### src/rtl/lsu_pkg.sv
// Shared types and helpers for the load/store unit.
package lsu_pkg;

    localparam int unsigned BYTES = 4;
    localparam int unsigned XLEN  = 32;

    typedef enum logic [1:0] {
        MT_BYTE = 2'b00,
        MT_HALF = 2'b01,
        MT_WORD = 2'b10,
        MT_RSVD = 2'b11
    } memtype_t;

    typedef enum logic [1:0] {
        IDLE,
        ACC0,
        ACC1,
        FIN
    } lsu_state_t;

    // Request captured at acceptance.
    typedef struct packed {
        logic            we;
        memtype_t        mt;
        logic            sign;
        logic [1:0]      off;
        logic [XLEN-1:0] wa;
        logic [XLEN-1:0] wd;
    } lsu_req_t;

    // Access size in bytes; the reserved type reports 0.
    function automatic logic [2:0] mt_bytes(input memtype_t mt);
        case (mt)
            MT_BYTE: return 3'd1;
            MT_HALF: return 3'd2;
            MT_WORD: return 3'd4;
            default: return 3'd0;
        endcase
    endfunction

    // True when the access crosses into the next word.
    function automatic logic is_split(input memtype_t mt, input logic [1:0] off);
        return ({1'b0, off} + mt_bytes(mt)) > 3'(BYTES);
    endfunction

endpackage

### src/rtl/lsu_align.sv
// Byte-lane steering for the LSU: enables, write shifting and read merge/extend.
module lsu_align
    import lsu_pkg::*;
(
    input  memtype_t    mt,
    input  logic [1:0]  off,
    input  logic        sign,
    input  logic [31:0] wd,
    input  logic [31:0] lo,
    input  logic [31:0] hi,
    output logic [3:0]  be0,
    output logic [3:0]  be1,
    output logic        split,
    output logic [31:0] wd0,
    output logic [31:0] wd1,
    output logic [31:0] rd
);

    logic [7:0]  be8;
    logic [63:0] wd64;
    logic [31:0] rsh;

    // Lane enables and write data for the two word-sized halves of a 64-bit window.
    always_comb begin
        be8   = 8'(8'((16'd1 << mt_bytes(mt)) - 16'd1) << off);
        be0   = be8[3:0];
        be1   = be8[7:4];
        split = is_split(mt, off);
        wd64  = {32'h0, wd} << {off, 3'b000};
        wd0   = wd64[31:0];
        wd1   = wd64[63:32];
    end

    // Shift the read window down to the addressed byte, then size and extend.
    always_comb begin
        rsh = 32'({(split ? hi : 32'h0), lo} >> {off, 3'b000});
        case (mt)
            MT_BYTE: rd = {{24{sign & rsh[7]}}, rsh[7:0]};
            MT_HALF: rd = {{16{sign & rsh[15]}}, rsh[15:0]};
            MT_WORD: rd = rsh;
            default: rd = 32'h0;
        endcase
    end

endmodule

### src/rtl/lsu_ctrl.sv
// Load/store unit initiator: one request at a time, splits word-crossing accesses.
module lsu_ctrl
    import lsu_pkg::*;
#(
    parameter int unsigned WIDTH       = 32,
    parameter bit          MISALIGN_EN = 1'b1
) (
    input  logic             clk_i,
    input  logic             rst_n_i,
    input  logic             req_valid_i,
    output logic             req_ready_o,
    input  logic             write_en_i,
    input  logic [1:0]       memtype_i,
    input  logic             memsign_i,
    input  logic [WIDTH-1:0] a_i,
    input  logic [WIDTH-1:0] wd_i,
    output logic             resp_valid_o,
    output logic [WIDTH-1:0] rd_o,
    output logic             err_o,
    output logic             mem_en_o,
    output logic             mem_we_o,
    output logic [3:0]       mem_be_o,
    output logic [WIDTH-1:0] mem_a_o,
    output logic [WIDTH-1:0] mem_wd_o,
    input  logic [WIDTH-1:0] mem_rd_i
);

    lsu_state_t       state_q, state_d;
    lsu_req_t         req_q, req_d;
    logic [WIDTH-1:0] lo_q, lo_d;
    logic [WIDTH-1:0] rd_q, rd_d;
    logic             resp_q, resp_d;
    logic             err_q, err_d;

    memtype_t         mt_in;
    logic             in_err;
    logic [3:0]       be0, be1;
    logic             split;
    logic [WIDTH-1:0] wd0, wd1, rd_merged, lo_sel;

    assign mt_in  = memtype_t'(memtype_i);
    assign in_err = (mt_in == MT_RSVD) || (is_split(mt_in, a_i[1:0]) && !MISALIGN_EN);
    // In FIN the live read word is the low word unless the access was split.
    assign lo_sel = split ? lo_q : mem_rd_i;

    lsu_align u_align (
        .mt    (req_q.mt),
        .off   (req_q.off),
        .sign  (req_q.sign),
        .wd    (req_q.wd),
        .lo    (lo_sel),
        .hi    (mem_rd_i),
        .be0   (be0),
        .be1   (be1),
        .split (split),
        .wd0   (wd0),
        .wd1   (wd1),
        .rd    (rd_merged)
    );

    // Next-state, register updates and memory strobes from registered state.
    always_comb begin
        state_d  = state_q;
        req_d    = req_q;
        lo_d     = lo_q;
        rd_d     = rd_q;
        resp_d   = 1'b0;
        err_d    = 1'b0;
        mem_en_o = 1'b0;
        mem_we_o = 1'b0;
        mem_be_o = 4'h0;
        mem_a_o  = '0;
        mem_wd_o = '0;
        case (state_q)
            IDLE: begin
                if (req_valid_i) begin
                    if (in_err) begin
                        resp_d = 1'b1;
                        err_d  = 1'b1;
                    end else begin
                        req_d.we   = write_en_i;
                        req_d.mt   = mt_in;
                        req_d.sign = memsign_i;
                        req_d.off  = a_i[1:0];
                        req_d.wa   = {a_i[WIDTH-1:2], 2'b00};
                        req_d.wd   = wd_i;
                        state_d    = ACC0;
                    end
                end
            end
            ACC0: begin
                mem_en_o = 1'b1;
                mem_we_o = req_q.we;
                mem_be_o = be0;
                mem_a_o  = req_q.wa;
                mem_wd_o = wd0;
                state_d  = split ? ACC1 : FIN;
            end
            ACC1: begin
                mem_en_o = 1'b1;
                mem_we_o = req_q.we;
                mem_be_o = be1;
                mem_a_o  = req_q.wa + WIDTH'(4);
                mem_wd_o = wd1;
                lo_d     = mem_rd_i;
                state_d  = FIN;
            end
            FIN: begin
                resp_d = 1'b1;
                if (!req_q.we) begin
                    rd_d = rd_merged;
                end
                state_d = IDLE;
            end
            default: state_d = IDLE;
        endcase
    end

    // State and response registers.
    always_ff @(posedge clk_i or negedge rst_n_i) begin
        if (!rst_n_i) begin
            state_q <= IDLE;
            req_q   <= '0;
            lo_q    <= '0;
            rd_q    <= '0;
            resp_q  <= 1'b0;
            err_q   <= 1'b0;
        end else begin
            state_q <= state_d;
            req_q   <= req_d;
            lo_q    <= lo_d;
            rd_q    <= rd_d;
            resp_q  <= resp_d;
            err_q   <= err_d;
        end
    end

    assign req_ready_o  = (state_q == IDLE);
    assign resp_valid_o = resp_q;
    assign err_o        = err_q;
    assign rd_o         = rd_q;

endmodule

### config.mk
export PLATFORM = sky130hd
export DESIGN_NAME = lsu_ctrl
export DESIGN_NICKNAME = d
export VERILOG_FILES = /design/src/rtl/lsu_pkg.sv /design/src/rtl/lsu_align.sv /design/src/rtl/lsu_ctrl.sv
export SDC_FILE = /design/constraint.sdc
export NUM_CORES = 1
export LEC_CHECK = 0
export ABC_CLOCK_PERIOD_IN_PS = 5400
export BUFFER_PORTS_ARGS = -buffer_cell sky130_fd_sc_hd__buf_2
export CORE_MARGIN = 2
export CORE_UTILIZATION = 60
export DETAILED_ROUTE_END_ITERATION = 8
export GPL_TIMING_DRIVEN = 0
export PLACE_DENSITY_LB_ADDON = 0.1
export SLEW_MARGIN = 20
export SYNTH_ARGS = -nofsm -noshare
export SYNTH_HDL_FRONTEND = slang
export SYNTH_SLANG_ARGS = --single-unit
### constraint.sdc
create_clock -name clk_i -period 5.4 [get_ports clk_i]
set_clock_uncertainty 0.1 [all_clocks]
set_input_delay 1.08 -clock clk_i [delete_from_list [all_inputs] [get_ports clk_i]]
set_output_delay 1.08 -clock clk_i [all_outputs]
set_load 0.005 [all_outputs]
# ---- Word level (Yosys, flattened, before mapping)
# Index checks and enable logic that the tools add are counted.
dict set report word_totals {
  ff_bits 136
  inputBits 103
  output_inout_bits 105
  word_cells 54
}
dict set report classes {
  n_addsub 3
  magnitude_cmp 1
  eq_ne 8
  n_shift 4
  mux 17
  bitwise 4
  reduce_logical 6
}
# op count
set ops {}
lappend ops {{case mux 32 bit (2 select lines)} 2}
lappend ops {{case mux 32 bit (3 select lines)} 1}
lappend ops {{2-to-1 mux 32 bit} 2}
lappend ops {{left shift 32 x 5 -> 64 bit} 1}
lappend ops {{right shift 64 x 5 -> 32 bit} 1}
lappend ops {{adder 32 x 3 -> 32 bit, second input constant} 1}
lappend ops {{case mux 3 bit (3 select lines)} 1}
lappend ops {{equality test 2 bit, second input constant} 4}
lappend ops {{case mux 2 bit (4 select lines)} 1}
lappend ops {{case mux 4 bit (2 select lines)} 1}
lappend ops {{left shift 1 x 3 -> 8 bit, first input constant} 1}
lappend ops {{left shift 8 x 2 -> 8 bit} 1}
lappend ops {{subtractor 8 x 1 -> 8 bit, second input constant} 1}
lappend ops {{2-to-1 mux 1 bit} 6}
lappend ops {{equality test 2 x 1 -> 1 bit, second input constant} 2}
lappend ops {{logical NOT 2 bit} 2}
lappend ops {{2-to-1 mux 2 bit} 2}
lappend ops {{inequality test 2 bit, second input constant} 2}
lappend ops {{AND reduction 2 bit} 2}
lappend ops {{adder 2 x 3 -> 3 bit} 1}
lappend ops {{> comparator 3 bit, second input constant} 1}
lappend ops {{AND reduction 3 bit} 1}
lappend ops {{AND 1 bit} 2}
lappend ops {{NOT 1 bit} 2}
lappend ops {{other kinds (2)} 2}

# ---- Logic depth before layout (Yosys ltp)
# Gate-level depths: netlist of the first run.
dict set report depth {
  ltp_word 8
  depth_mapped 11
  ltp_nobuf 9
}

# ---- Modules after synthesis
# From an unflattened synthesis of the first run, not the netlist that was laid out.
dict set report unflattened {
  hier_cells 935
  area_unflattened_um2 9341.5
}
# module instances cells_each area_per_inst_um2 seq_area_each_um2
set modules_own_cells {}
lappend modules_own_cells {lsu_ctrl 1 610 7105.6 3403.3}
lappend modules_own_cells {lsu_align 1 325 2235.9 0.0}

# ---- Worst setup path before layout of the first run
# Ideal clock, no wire load.
dict set report synth_path {
  kind {register -> output}
  startpoint {register state_q[0]}
  endpoint {output port mem_a_o[14]}
  arrival_ps 1926
  required_ps 4220
  path_slack_ps 2294
  path_stages_with_launch 8
  path_buffers 1
  cell_sequence {dfrtp_1 -> inv_1 -> ha_1 -> clkbuf_1 -> nand2_1 -> nor4_1 -> nand3_1 -> o21ai_0}
}
dict set report synth_via {
  elab_chain_len 2
  word_cells_on_any_way 3
  classes_between {2 x eq/ne; 1 x mux}
}
# element line
set synth_rtl {}
lappend synth_rtl {{start, declared} lsu_ctrl.sv:28} ;# lsu_state_t state_q, state_d;
lappend synth_rtl {{start signal, assigned} lsu_ctrl.sv:129} ;# state_q <= state_d;
lappend synth_rtl {{equality test 2 bit / equality test 2 x 1 -> 1 bit (equally long branches)} lsu_ctrl.sv:74} ;# case (state_q)
lappend synth_rtl {{case mux 32 bit (2 select lines) *} lsu_ctrl.sv:74}
lappend synth_rtl {{end, declared} lsu_ctrl.sv:23} ;# output logic [WIDTH-1:0] mem_a_o,
# Every way passes the cells marked *; elsewhere a longest branch is shown, timed or not.

# ---- Worst setup path in the final report of the first run
dict set report layout_path {
  startpoint {register req_q[65] (netlist name)}
  endpoint {output port mem_be_o[3]}
}
dict set report layout_via {
  elab_chain_len 2
}
# element line
set layout_rtl {}
lappend layout_rtl {{start, declared} lsu_ctrl.sv:29} ;# lsu_req_t req_q, req_d;
lappend layout_rtl {{start signal, assigned} lsu_ctrl.sv:130} ;# req_q <= req_d;
lappend layout_rtl {{left shift 8 x 2 -> 8 bit} lsu_align.sv:25} ;# be8 = 8'(8'((16'd1 << mt_bytes(mt)) - 16'd1) << off);
lappend layout_rtl {{case mux 4 bit (2 select lines)} lsu_ctrl.sv:74}
lappend layout_rtl {{end, declared} lsu_ctrl.sv:22} ;# output logic [3:0] mem_be_o,
# Every way passes these cells.

==> metrics.cfg, run 1 <==
[clocking]
post_cts_buffers=0
clockRootBuffer=clkbuf_16
h-tree-depth=4
cts_buffers=17
cts.path.max_buffers=2
cts_tree=yes
post_cts_resized=0
clkTransAtPathRegs_ns=0.06
hold_buffers=0
cts_sinks=136
insertion_delay_ns=0.43

[grt]
grt_max_degree=75
busiest_layer=met2
use_met2=0.586
grt_overflow_total=0
first_global_vias=8540
grt_util_met1=0.462
track_usage=0.366
grt_first_pass_wirelength_um=45600
antenna_found_initial=0
grt.met3_usage=0.0829

[worst_setup_path]
ff2ff_path_depth=11
crit_path_start_kind=flip-flop
path_max_fanout=10
arrival_ns=3.21
crit-reg2reg-launch=req_q[67]
critPathLaunch=req_q[65]
crit_required_ns=4.22
crit_end=mem_be_o[3]
endpoint_kind=output port
critical_path_class=reg -> out
timing.rr.end=rd_o[29]
ff2ff_setup_slack_ns=1.83

[die]
start_util=0.620
rows=44
fp.dieArea_sq_um=16100
die_x_um=127
fp.coreArea_sq_um=14600
die_h_um=127
io_pins=208

[final_layout]
final_common_cell=buf_2
multi_input_area_sq_um=5300
layout_common_cells=buf_2, dfrtp_1, mux2_2
fillers=1075
fin_cells=1320
area.growth.synth_to_final_pct=20.8
drive_above_1_share=0.352
final_nets=1242
regArea_sq_um=3400

[pwr]
vdd.ir_drop.worst_v=0.000362
p_leak_nw=5.03
switching_share=0.445
seq_power_share=0.269
p_int_mw=4.16
power_frac_comb=0.576
p_per_area_nw_per_um2=684
power_switching_mw=3.34
clockPowerShare=0.155

[outcome]
status=completed

[sta]
drv_slew=0
finalCritPeriodShare=0.813
slew_headroom=0.413
fin_crit_ns=4.39
fin_tns_setup_ns=0
hold_viol=0
setup_viol=0
fmax_mhz=228
tightestPinTransition_ns=0.875
grt_setup_unrepaired=no

[placed_design]
dp.cells=1289
io_buffers=205
gp_congestion=0.932
hpwlAfterDp_um=20700

[synthesis]
ys_dominant_reg_cell=dfrtp_1
synth.distinct_cells=62
synth_cells=898
yosysWarnings=0
synth_edf_count=0
synth_area_sq_um=9080
ys_async_sr_fraction=1.00
yosysSeqAreaShare=0.375
post_synth.cell_area_avg_sq_um=10.1
ys_ff_latch=136

[worst_hold_path]
min_path_type=reg -> reg

[routing]
wl_per_cell_um=22.3
via_per_inst=6.68
firstDrtPassIters=6
ant_nets=0
vias=8811
drtIter0Drc=978
drc_errors=0
routed_wirelength_um=29400

[job]
cap_violations=0

-- cells by family (layout without fill, tap and decap cells) --
group,count (synthesis),in the layout,synth area share
flops,136,136,0.375
xor+xnor,6,6,0.00579
other cells,1,3,0.000413
compound gates,207,207,0.158
mux,183,183,0.253
buf+inv,89,325,0.0428
fa+ha+maj,15,15,0.0215
simple gates,261,261,0.144
-- Yosys cell counts, types with 7 or more instances --
master | n | area, sq um
dfrtp_1 | 136 | 3400
mux2_2 | 103 | 1160
nand2_1 | 85 | 319
mux2i_1 | 53 | 531
o21ai_0 | 49 | 245
clkbuf_1 | 48 | 180
nand3_1 | 45 | 225
a22oi_1 | 44 | 330
and2_1 | 40 | 250
nor2_1 | 35 | 131
mux4_2 | 27 | 608
buf_2 | 17 | 85.1
o22ai_1 | 17 | 106
a31oi_1 | 16 | 100
a21oi_1 | 15 | 75.1
ha_1 | 14 | 175
inv_1 | 12 | 45.0
nor2b_1 | 12 | 75.1
o211ai_1 | 11 | 82.6
and3_1 | 10 | 62.6
o2111ai_1 | 10 | 87.6
nand4_1 | 9 | 56.3
o21a_1 | 9 | 67.6
a32o_1 | 7 | 70.1
-- per-stage QoR --
stage               cell area (sq um)  hold WS, ns  total power [mW]  worst slack [ns]   util
CTS                             11000        0.397              7.40              1.08  0.749
global placement                10300        0.383              6.08              1.27  0.706
floorplan                        9090        0.373              4.84              2.29      -
finish                          11000        0.396              7.50              1.01  0.749
global route                    11000        0.423              7.91             0.922  0.749
detailed placement              10400        0.385              6.21              1.56  0.709
-- worst min-delay path by stage --
stage / from / slack [ns] / depth (start not counted) / end
after floorplan: rd_o[7] / 0.37 / 2 / rd_o[7]
after global placement: rd_o[1] / 0.38 / 1 / rd_o[1]
after detailed placement: rd_o[1] / 0.38 / 1 / rd_o[1]
after CTS: rd_o[1] / 0.40 / 1 / rd_o[1]
after global routing: rd_o[1] / 0.42 / 1 / rd_o[1]
final: rd_o[7] / 0.40 / 2 / rd_o[7]
-- routing by layer --
| layer | wire (um) | vias up | share of wire |
|---|---|---|---|
| li1 | - | 3811 | - |
| met1 | 11100 | 4232 | 0.38 |
| met2 | 14000 | 621 | 0.48 |
| met3 | 2840 | 147 | 0.097 |
| met4 | 1490 | 0 | 0.051 |
| met5 | 0 | - | 0 |
-- power by group through the flow --
stage / registers (mW) / clock network, mW / logic [mW]
floorplan: 1.85 / 0 / 2.98
global placement: 1.97 / 0 / 4.11
detailed placement: 2.00 / 0 / 4.21
CTS: 1.99 / 1.17 / 4.25
global route: 2.07 / 1.21 / 4.63
finish: 2.02 / 1.17 / 4.32
-- state kept, by name, indices dropped and copies added (netlist names) --
name and cells:
rd_o 32, req_q 68, lo_q 32, state_q 2
resp_valid_o 1, err_o 1
-- worst max-delay path, stage by stage, from the launching register on --
cell,delay [ns]
dfrtp_1,0.39
buf_6,0.16
clkbuf_1,0.47
buf_2,0.35
buf_1,0.58
o311ai_0,0.26
a21boi_0,0.37
buf_2,0.18
-- layout make-up --
| class | count | share of cell area |
|---|---|---|
| diodes | 1 | 0.000228 |
| plain buffers | 77 | 0.0314 |
| clock buffers | 22 | 0.0441 |
| clock inverters | 8 | 0.00878 |
| inverters | 12 | 0.00411 |
| multi-input cells | 674 | 0.483 |
| flip-flops and latches | 136 | 0.310 |
| well taps | 184 | 0.0210 |
| repair buffers | 206 | 0.0969 |
(Power assumes the default switching activity.)
==> run 2, diff against run 1 <==
- ABC_CLOCK_PERIOD_IN_PS: 5400 -> 4370
- CORE_UTILIZATION: 60 -> 55
- clock period: 5.4 -> 4.37 ns (I/O delays scaled with it)
==> metrics.cfg, run 2 (same netlist as run 1, synthesis figures left out) <==
[placed_design]
placedInstanceArea_sq_um=10400  ; about the same
io_buffers=205  ; unchanged
gp_congestion=0.960  ; was 0.932
dp.cells=1321  ; was 1289
hpwlAfterDp_um=21100  ; was 20700 um

[worst_setup_path]
crit-reg2reg-launch=req_q[68]  ; was req_q[67]
ff2ff_path_depth=11  ; unchanged
critical_path_class=reg -> out  ; unchanged
critPathLaunch=req_q[65]  ; unchanged
timing.rr.end=rd_o[31]  ; was rd_o[29]
endpoint_kind=output port  ; unchanged
arrival_ns=3.23  ; was 3.21 ns
path_max_fanout=10  ; unchanged
crit_required_ns=3.40  ; was 4.22 ns
crit_path_start_kind=flip-flop  ; unchanged
ff2ff_setup_slack_ns=0.71  ; was 1.83 ns

[pwr]
p_per_area_nw_per_um2=847  ; was 684 nW/um^2
seq_power_share=0.265  ; was 0.269
p_int_mw=5.13  ; was 4.16 mW
power_frac_comb=0.581  ; was 0.576
clockPowerShare=0.154  ; was 0.155
p_leak_nw=5.02  ; was 5.03 nW
p_total_mw=9.33  ; was 7.50 mW
power_switching_mw=4.21  ; was 3.34 mW
vdd.ir_drop.worst_v=0.000480  ; was 0.000362 V
switching_share=0.451  ; was 0.445

[clocking]
cts_tree=yes  ; unchanged
clockRootBuffer=clkbuf_16  ; unchanged
cts.path.max_buffers=2  ; unchanged
clkTransAtPathRegs_ns=0.06  ; about the same
post_cts_buffers=0  ; unchanged
h-tree-depth=4  ; unchanged
cts_buffers=17  ; unchanged
cts_sinks=136  ; unchanged
hold_buffers=0  ; unchanged
insertion_delay_ns=0.43  ; about the same
post_cts_resized=0  ; unchanged

[die]
fp.dieArea_sq_um=17600  ; was 16100 sq um
io_pins=208  ; unchanged
die_x_um=133  ; was 127 um
rows=46  ; was 44
start_util=0.568  ; was 0.620
die_h_um=133  ; was 127 um
fp.coreArea_sq_um=16000  ; was 14600 sq um

[outcome]
status=completed  ; unchanged

[final_layout]
final_nets=1242  ; unchanged
layout_common_cells=buf_2, dfrtp_1, mux2_2  ; unchanged
fin_cells=1353  ; was 1320
regMostFlops=req_q  ; unchanged
drive_above_1_share=0.352  ; about the same
largest_reg_flops=68  ; unchanged
final_common_cell=buf_2  ; unchanged
utilization=0.688  ; was 0.749
fin_area_sq_um=11000  ; about the same
fillers=1354  ; was 1075
area.growth.synth_to_final_pct=21.2  ; was 20.8%

[job]
cap_violations=0  ; unchanged

[sta]
tightestPinTransition_ns=0.882  ; was 0.875 ns
fin_crit_ns=4.21
grt_setup_unrepaired=no  ; unchanged
finalCritPeriodShare=0.963
hold_viol=0  ; unchanged
fin_tns_setup_ns=0  ; unchanged
drv_slew=0  ; unchanged
fmax_mhz=238
setup_viol=0  ; unchanged
slew_headroom=0.408  ; was 0.413

[routing]
firstDrtPassIters=5  ; was 6
ant_nets=0  ; unchanged
drc_errors=0  ; unchanged
routed_wirelength_um=29400  ; about the same
via_per_inst=6.34  ; was 6.68
vias=8577  ; was 8811
drtIter0Drc=856  ; was 978
wl_per_cell_um=21.7  ; was 22.3 um

[grt]
first_global_vias=8116  ; was 8540
grt_max_degree=71  ; was 75
grt_first_pass_wirelength_um=45300  ; was 45600 um
track_usage=0.332  ; was 0.366
antenna_found_initial=0  ; unchanged
grt_overflow_total=0  ; unchanged

[worst_hold_path]
min_path_type=in -> async  ; was reg -> reg

[run 2: changes by cell type in the layout (fill, tap and decap cells not counted)]
cell	change
clkinvlp_4	+4
clkbuf_8	-2
clkinv_2	-2
clkinv_4	+1
[run 2: cell type report]
class,instances,area (sq um),share of cell area
diodes,1,2.50,0.000227
multi-input cells,674,5300,0.481
well taps,216,270,0.0245
clock inverters,11,125,0.0114
plain buffers,77,344,0.0312
flip-flops and latches,136,3400,0.309
repair buffers,206,1060,0.0966
clock buffers,20,457,0.0415
inverters,12,45.0,0.00409
[run 2: how the worst max path moves through the flow]
stage | to | slack, ns
after floorplan | rd_o[14] | 1.36
after global placement | req_q[5] | 0.36
after detailed placement | mem_be_o[3] | 0.68
after CTS | mem_be_o[3] | 0.23
after global routing | mem_be_o[3] | 0.02
final | mem_be_o[3] | 0.16
[run 2: power groups by stage]
stage / logic, mW / registers [mW] / clock network, mW
6_report: 5.42 / 2.48 / 1.44
5_1_grt: 5.82 / 2.55 / 1.51
4_1_cts: 5.32 / 2.45 / 1.45
3_5_place_dp: 5.29 / 2.46 / 0
3_3_place_gp: 5.19 / 2.44 / 0
2_1_floorplan: 3.68 / 2.29 / 0
[run 2: worst max-delay path: stages, from the launching register on]
cell and delay (ns):
dfrtp_1 0.39, buf_6 0.16, clkbuf_1 0.49, buf_2 0.36, buf_1 0.62, o311ai_0 0.27, a21boi_0 0.34, buf_2 0.18
[run 2: per-stage QoR]
step	setup WS, ns	hold slack, ns
2_1_floorplan	1.36	0.373
3_3_place_gp	0.358	0.380
3_5_place_dp	0.676	0.380
4_1_cts	0.232	0.313
5_1_grt	0.0184	0.320
6_report	0.161	0.279
[run 2: metal layers]
| layer | GRT usage | wire length (um) | up-vias |
|---|---|---|---|
| li1 | - | - | 3807 |
| met1 | 0.465 | 12300 | 4215 |
| met2 | 0.502 | 13400 | 506 |
| met3 | 0.108 | 3280 | 49 |
| met4 | 0.0818 | 480 | 0 |
| met5 | 0 | 0 | - |
